[config.mk]
export PLATFORM = sky130hd
export DESIGN_NAME = hfrv_bus_router_flat
export DESIGN_NICKNAME = d
export VERILOG_FILES = /design/src/rtl/hfrv_bus_router_if.sv /design/src/rtl/hfrv_bus_router.sv /design/src/flat_wrapper.sv
export SDC_FILE = /design/constraint.sdc
export NUM_CORES = 1
export LEC_CHECK = 0
export ABC_AREA = 1
export CORE_ASPECT_RATIO = 0.75
export CORE_MARGIN = 5
export CORE_UTILIZATION = 42
export CTS_CLUSTER_SIZE = 14
export DETAILED_ROUTE_END_ITERATION = 10
export PLACE_DENSITY_LB_ADDON = 0.1
export SKIP_CTS_REPAIR_TIMING = 1
export SLEW_MARGIN = 10
export SYNTH_ARGS = -nofsm -noshare
export SYNTH_HDL_FRONTEND = slang
export SYNTH_SLANG_ARGS = --single-unit
export TNS_END_PERCENT = 30
[constraint.sdc]
create_clock -name clock -period 1.9 [get_ports clock]
set_input_delay 0.19 -clock clock [delete_from_list [all_inputs] [get_ports clock]]
set_output_delay 0.19 -clock clock [all_outputs]
set_load 0.05 [all_outputs]
[src/rtl/hfrv_bus_router_if.sv]
// hfrv_bus_router_if: CPU port, slave bus and IRQ lines of the router.
// master = router view, slave = CPU/target view.
interface hfrv_bus_router_if #(
  parameter int NUM_SLAVES = 4,
  parameter int ADDR_W     = 32,
  parameter int DATA_W     = 32,
  localparam int BEW       = DATA_W / 8,
  localparam int IDW       = (NUM_SLAVES > 1) ? $clog2(NUM_SLAVES) : 1
);
  logic [ADDR_W-1:0]            cpu_addr;
  logic [DATA_W-1:0]            cpu_wdata;
  logic [BEW-1:0]               cpu_be;
  logic                         cpu_access;
  logic [DATA_W-1:0]            cpu_rdata;
  logic                         cpu_stall;
  logic                         bus_error;
  logic [ADDR_W-1:0]            err_addr;
  logic [NUM_SLAVES-1:0]        s_req;
  logic [ADDR_W-1:0]            s_addr;
  logic [DATA_W-1:0]            s_wdata;
  logic [BEW-1:0]               s_be;
  logic [NUM_SLAVES-1:0]        s_ack;
  logic [NUM_SLAVES*DATA_W-1:0] s_rdata;
  logic [NUM_SLAVES-1:0]        s_irq;
  logic                         irq;
  logic [IDW-1:0]               irq_id;

  modport master (
    input  cpu_addr, cpu_wdata, cpu_be, cpu_access,
    input  s_ack, s_rdata, s_irq,
    output cpu_rdata, cpu_stall, bus_error, err_addr,
    output s_req, s_addr, s_wdata, s_be,
    output irq, irq_id
  );

  modport slave (
    output cpu_addr, cpu_wdata, cpu_be, cpu_access,
    output s_ack, s_rdata, s_irq,
    input  cpu_rdata, cpu_stall, bus_error, err_addr,
    input  s_req, s_addr, s_wdata, s_be,
    input  irq, irq_id
  );
endinterface

[src/rtl/hfrv_bus_router.sv]
// hfrv_bus_router: base/mask decoded CPU-to-slave router with
// req/ack handshake, timeout bus errors and registered IRQ aggregation.
// Ports: clock, reset (sync, active-high), bus (hfrv_bus_router_if.master).
module hfrv_bus_router #(
  parameter int NUM_SLAVES = 4,
  parameter int ADDR_W     = 32,
  parameter int DATA_W     = 32,
  parameter logic [NUM_SLAVES*ADDR_W-1:0] SLAVE_BASE =
    {32'hF0000000, 32'hE2000000, 32'hE1000000, 32'h40000000},
  parameter logic [NUM_SLAVES*ADDR_W-1:0] SLAVE_MASK =
    {32'hF0000000, 32'hFF000000, 32'hFF000000, 32'hF0000000},
  parameter int TIMEOUT    = 255
) (
  input logic              clock,
  input logic              reset,
  hfrv_bus_router_if.master bus
);
  localparam int BEW = DATA_W / 8;
  localparam int IDW = (NUM_SLAVES > 1) ? $clog2(NUM_SLAVES) : 1;
  localparam logic [15:0] TO_LAST = 16'(TIMEOUT - 1);

  typedef enum logic [1:0] {
    IDLE, ACCESS, ERROR, DONE
  } state_t;

  state_t                state;
  logic [15:0]           cnt;
  logic [IDW-1:0]        sel_r;
  logic [NUM_SLAVES-1:0] req_r;
  logic [ADDR_W-1:0]     addr_r;
  logic [DATA_W-1:0]     wdata_r;
  logic [BEW-1:0]        be_r;
  logic [DATA_W-1:0]     rdata_r;
  logic                  err_r;
  logic [ADDR_W-1:0]     err_addr_r;
  logic                  irq_r;
  logic [IDW-1:0]        irq_id_r;

  logic                  hit;
  logic [IDW-1:0]        sel_idx;
  logic [IDW-1:0]        irq_idx;
  logic                  ack_sel;
  logic [DATA_W-1:0]     rdata_sel;

  // Walk from the top down so the lowest matching index wins.
  always_comb begin
    hit     = 1'b0;
    sel_idx = '0;
    irq_idx = '0;
    for (int i = NUM_SLAVES - 1; i >= 0; i--) begin
      if ((bus.cpu_addr & SLAVE_MASK[i*ADDR_W +: ADDR_W]) ==
          (SLAVE_BASE[i*ADDR_W +: ADDR_W] &
           SLAVE_MASK[i*ADDR_W +: ADDR_W])) begin
        hit     = 1'b1;
        sel_idx = IDW'(i);
      end
      if (bus.s_irq[i]) irq_idx = IDW'(i);
    end
  end

  assign ack_sel   = bus.s_ack[sel_r];
  assign rdata_sel = bus.s_rdata[int'(sel_r)*DATA_W +: DATA_W];

  always_ff @(posedge clock) begin
    if (reset) begin
      state      <= IDLE;
      cnt        <= '0;
      sel_r      <= '0;
      req_r      <= '0;
      addr_r     <= '0;
      wdata_r    <= '0;
      be_r       <= '0;
      rdata_r    <= '0;
      err_r      <= 1'b0;
      err_addr_r <= '0;
      irq_r      <= 1'b0;
      irq_id_r   <= '0;
    end else begin
      irq_r    <= |bus.s_irq;
      irq_id_r <= irq_idx;
      err_r    <= 1'b0;
      unique case (state)
        IDLE: begin
          if (bus.cpu_access) begin
            addr_r  <= bus.cpu_addr;
            wdata_r <= bus.cpu_wdata;
            be_r    <= bus.cpu_be;
            sel_r   <= sel_idx;
            cnt     <= '0;
            if (hit) begin
              req_r <= NUM_SLAVES'(1) << sel_idx;
              state <= ACCESS;
            end else begin
              err_r      <= 1'b1;
              err_addr_r <= bus.cpu_addr;
              rdata_r    <= '0;
              state      <= ERROR;
            end
          end
        end
        ACCESS: begin
          cnt <= cnt + 16'd1;
          // Ack takes priority over a coincident timeout.
          if (ack_sel) begin
            rdata_r <= rdata_sel;
            req_r   <= '0;
            state   <= DONE;
          end else if (cnt == TO_LAST) begin
            req_r      <= '0;
            err_r      <= 1'b1;
            err_addr_r <= addr_r;
            rdata_r    <= '0;
            state      <= ERROR;
          end
        end
        ERROR: state <= DONE;
        DONE: begin
          cnt   <= '0;
          state <= IDLE;
        end
        default: state <= IDLE;
      endcase
    end
  end

  // Stall rises in the request cycle so the CPU freezes immediately.
  assign bus.cpu_stall = (state == ACCESS) || (state == ERROR) ||
                         ((state == IDLE) && bus.cpu_access);

  assign bus.cpu_rdata = rdata_r;
  assign bus.bus_error = err_r;
  assign bus.err_addr  = err_addr_r;
  assign bus.s_req     = req_r;
  assign bus.s_addr    = addr_r;
  assign bus.s_wdata   = wdata_r;
  assign bus.s_be      = be_r;
  assign bus.irq       = irq_r;
  assign bus.irq_id    = irq_id_r;
endmodule

[src/flat_wrapper.sv]
// flat-port wrapper written by rule: the top's interface ports become plain ports
module hfrv_bus_router_flat 
#(
  parameter int NUM_SLAVES = 4,
  parameter int ADDR_W     = 32,
  parameter int DATA_W     = 32,
  parameter logic [NUM_SLAVES*ADDR_W-1:0] SLAVE_BASE =
    {32'hF0000000, 32'hE2000000, 32'hE1000000, 32'h40000000},
  parameter logic [NUM_SLAVES*ADDR_W-1:0] SLAVE_MASK =
    {32'hF0000000, 32'hFF000000, 32'hFF000000, 32'hF0000000},
  parameter int TIMEOUT    = 255
)
  (clock, reset, bus_cpu_addr, bus_cpu_wdata, bus_cpu_be, bus_cpu_access, bus_s_ack, bus_s_rdata, bus_s_irq, bus_cpu_rdata, bus_cpu_stall, bus_bus_error, bus_err_addr, bus_s_req, bus_s_addr, bus_s_wdata, bus_s_be, bus_irq, bus_irq_id);
  hfrv_bus_router_if #(.NUM_SLAVES(NUM_SLAVES), .ADDR_W(ADDR_W), .DATA_W(DATA_W)) bus_i ();
  input logic clock;
  input logic reset;
  input wire logic [$bits(bus_i.cpu_addr)-1:0] bus_cpu_addr;
  input wire logic [$bits(bus_i.cpu_wdata)-1:0] bus_cpu_wdata;
  input wire logic [$bits(bus_i.cpu_be)-1:0] bus_cpu_be;
  input wire logic [$bits(bus_i.cpu_access)-1:0] bus_cpu_access;
  input wire logic [$bits(bus_i.s_ack)-1:0] bus_s_ack;
  input wire logic [$bits(bus_i.s_rdata)-1:0] bus_s_rdata;
  input wire logic [$bits(bus_i.s_irq)-1:0] bus_s_irq;
  output wire logic [$bits(bus_i.cpu_rdata)-1:0] bus_cpu_rdata;
  output wire logic [$bits(bus_i.cpu_stall)-1:0] bus_cpu_stall;
  output wire logic [$bits(bus_i.bus_error)-1:0] bus_bus_error;
  output wire logic [$bits(bus_i.err_addr)-1:0] bus_err_addr;
  output wire logic [$bits(bus_i.s_req)-1:0] bus_s_req;
  output wire logic [$bits(bus_i.s_addr)-1:0] bus_s_addr;
  output wire logic [$bits(bus_i.s_wdata)-1:0] bus_s_wdata;
  output wire logic [$bits(bus_i.s_be)-1:0] bus_s_be;
  output wire logic [$bits(bus_i.irq)-1:0] bus_irq;
  output wire logic [$bits(bus_i.irq_id)-1:0] bus_irq_id;
  assign bus_i.cpu_addr = bus_cpu_addr;
  assign bus_i.cpu_wdata = bus_cpu_wdata;
  assign bus_i.cpu_be = bus_cpu_be;
  assign bus_i.cpu_access = bus_cpu_access;
  assign bus_i.s_ack = bus_s_ack;
  assign bus_i.s_rdata = bus_s_rdata;
  assign bus_i.s_irq = bus_s_irq;
  assign bus_cpu_rdata = bus_i.cpu_rdata;
  assign bus_cpu_stall = bus_i.cpu_stall;
  assign bus_bus_error = bus_i.bus_error;
  assign bus_err_addr = bus_i.err_addr;
  assign bus_s_req = bus_i.s_req;
  assign bus_s_addr = bus_i.s_addr;
  assign bus_s_wdata = bus_i.s_wdata;
  assign bus_s_be = bus_i.s_be;
  assign bus_irq = bus_i.irq;
  assign bus_irq_id = bus_i.irq_id;
  hfrv_bus_router #(.NUM_SLAVES(NUM_SLAVES), .ADDR_W(ADDR_W), .DATA_W(DATA_W), .SLAVE_BASE(SLAVE_BASE), .SLAVE_MASK(SLAVE_MASK), .TIMEOUT(TIMEOUT)) u_core (.clock(clock), .reset(reset), .bus(bus_i));
endmodule
==> run_results.csv <==
group,metric,value,unit
outcome,outcome,"completed",
cts,cts.sinks,160,
power,power.density,1710,mW/mm2
worst_setup_path,cp.depth,1,
logic_synthesis,yosysUniqueCellTypes,33,
global_route,antenna_found_initial,1,
global_route,grtUsageTotal,24.5,%
worst_setup_path,critical_path.max_stage_delay,0.84,ns
cells_and_area,final_core_util,67.4,%
detailed_routing,antenna_left,0,
logic_synthesis,postSynth.asyncResetShare,0,%
place,hpwl,20.3,mm
flow_run,drv_cap,0,
timing,finalMaxSlewViolations,0,
timing,tns,0,ns
floorplan,fp.dieArea,0.0214,mm2
cells_and_area,drive_gt1_share,7.66,%
power,ir_drop,0.994,mV
detailed_routing,totalWireLength,27.5,mm
worst_setup_path,crit_type,"register to output port",
cells_and_area,final_area,0.0124,mm2
global_route,grt_pass1_wl,42.5,mm
power,power_leakage,5.20,nW
detailed_routing,wl_per_cell,15.4,um
logic_synthesis,syn_nets,1406,
timing,finClkSkew,0.0130,ns
timing,fin_hold_ws,0.313,ns
logic_synthesis,syn_avg_cell_area,6.52,um2
hold_path,timing.hold.worst_path_depth,3,
cts,clock_latency,0.43,ns
cells_and_area,syn_to_final_growth,58.8,%
cts,clock_path_buffers,2,
cts,htree_levels,4,
worst_setup_path,crit_slowest_cell,"clkdlybuf4s50_1",
logic_synthesis,yosysTopAreaCell,"dfxtp_1",
timing,final.min_clock_period,1.84,ns
power,total_power,21.2,mW
cts,root_buffer,"clkbuf_16",
worst_setup_path,path_cells,"clkdlybuf4s50_1",
cells_and_area,fin_nets,1741,
timing,tightest_slew,0.587,ns
detailed_routing,vias_per_cell,4.86,
logic_synthesis,synth_area_leaders,"dfxtp_1 (41%), nor2_1 (15%), o21ai_0 (11%), nand2_1 (10%), inv_1 (4.7%)",
global_route,grt_pass1_vias,8051,
worst_setup_path,cp_max_fo,2,
worst_setup_path,required,1.71,ns
floorplan,fp.coreArea,0.0183,mm2
timing,hold_viol_final,0,
cts,cts_tree,"yes",
worst_setup_path,startpoint_type,"register",
timing,slew_headroom,60.7,%
timing,clock.fmax,544,MHz
cts,cts_buffers,17,
timing,rsz0062_at_grt,"true",
detailed_routing,drtIter0Drc,601,
floorplan,die_w,167,um
logic_synthesis,ys_ff_latch,160,
logic_synthesis,ys_warn_count,0,
floorplan,rows,43,
worst_setup_path,cp-end-kind,"output port",
logic_synthesis,ys.flop_type,"dfxtp_1",
logic_synthesis,synth.most_common_cell,"nor2_1",
logic_synthesis,syn_inst,1193,
hold_path,min_path_type,"primary input to register",
worst_setup_path,arrival,1.65,ns
worst_setup_path,critPathTopFamily,"buffers and inverters",
logic_synthesis,synth_top_area_share,41.2,%
logic_synthesis,seq_area_frac_synth,41.2,%
worst_setup_path,ff2ff_path_depth,11,
floorplan,io_pins,348,
logic_synthesis,synth_area,0.00778,mm2
cts,clk_pin_slew,0.07,ns
timing,setup_viol,0,
global_route,grt_max_degree,65,
detailed_routing,drc,0,
logic_synthesis,synth_edf_count,0,
detailed_routing,dr_total_vias,8699,
worst_setup_path,cp.buffers_inverters,1,
detailed_routing,drtPass1Iterations,5,
place,place.gp.congestion,0.908,
place,placed_area,0.0117,mm2
floorplan,start_util,42.4,%
timing,post-route-period-util,96.8,%
global_route,gr-total-overflow,0,
place,io_buffers,347,
floorplan,fp.dieH,128,um
logic_synthesis,synthTopCellsByCount,"nor2_1 (302), nand2_1 (207), o21ai_0 (174)",
[cell usage in the layout (no fill, tap or decap), types with 4 or more instances in the layout]
cell,netlist,final
inv_1,97,94
clkdlybuf4s50_1,0,341
o22ai_1,31,31
buf_4,2,33
nand2_2,8,6
nor3_1,7,5
nand2_1,207,206
nand4_1,7,7
a21oi_1,50,50
nand3_1,40,40
buf_12,0,16
o21ai_0,174,174
inv_2,4,5
dfxtp_1,160,158
inv_6,0,4
nor2_2,5,6
nor2_1,302,300
clkbuf_16,0,18
[final timing paths]
kind | from | end | slack [ns]
max | u_core.bus.s_be[3] | bus_s_be[3] | 0.06
max reg2reg | u_core.state[1] | u_core.cnt[14] | 0.12
min reg2reg | u_core.cnt[14] | u_core.cnt[14] | 0.48
min | bus_cpu_addr[14] | u_core.bus.s_addr[14] | 0.31
[final cells by class]
type	instances	area, um2
fillers	1601	5990
repair buffers	392	4020
multi-input cells	854	3860
flip-flops and latches	160	3210
clock buffers	19	443
inverters	103	392
well taps	247	309
clock inverters	13	129
diodes	1	2.50
[logic make-up after synthesis]
group                      count (synthesis)  share of synthesized area [%]
and+or+nand+nor                          583                           30.1
AOI/OAI and AO/OA                        265                           17.9
buffers and inverters                    179                           9.94
DFF                                      160                           41.2
adders and majority gates                  6                          0.965
[sequential cells by signal (all words and copies together) (netlist names)]
| name | flops |
|---|---|
| u_core.cnt | 16 |
| u_core.bus.s_be | 4 |
| u_core.state | 2 |
| u_core.bus.err_addr | 32 |
| u_core.bus.cpu_rdata | 32 |
| u_core.bus.bus_error | 1 |
| u_core.bus.s_wdata | 32 |
| u_core.bus.s_req | 4 |
| u_core.bus.irq | 1 |
| u_core.sel_r | 2 |
| u_core.bus.s_addr | 32 |
| u_core.bus.irq_id | 2 |
[metrics by stage]
step / setup WS (ns) / instances
finish: 0.0613 / 1789
CTS: -0.271 / 1787
global route: -0.0223 / 1789
global placement: 0.0191 / 1755
detailed placement: -0.0453 / 1755
floorplan: 0.204 / 1193
[worst reg2reg max path, delay by kind of cell (launching register included)]
family,cells,cell delay (ns)
simple gates,7,0.82
flops,1,0.38
compound gates,2,0.22
fa+ha+maj,1,0.19
buf+inv,1,0.10
[layer usage]
| metal | vias up | part of all wire (%) | routed length, um | track usage [%] |
|---|---|---|---|---|
| met1 | 3862 | 43 | 11800 | 30.1 |
| met3 | 36 | 8.4 | 2310 | 7.86 |
| met5 | - | 0 | 0 | 0 |
| met4 | 0 | 2.0 | 554 | 7.59 |
| li1 | 4480 | - | - | - |
| met2 | 321 | 47 | 12800 | 41.3 |
[power breakdown]
group          internal, mW  switching, mW
logic                  4.42           8.31
registers              4.48          0.622
clock network          1.87           1.49
total                  10.8           10.4
No activity file was read; power rests on OpenSTA's default activity.
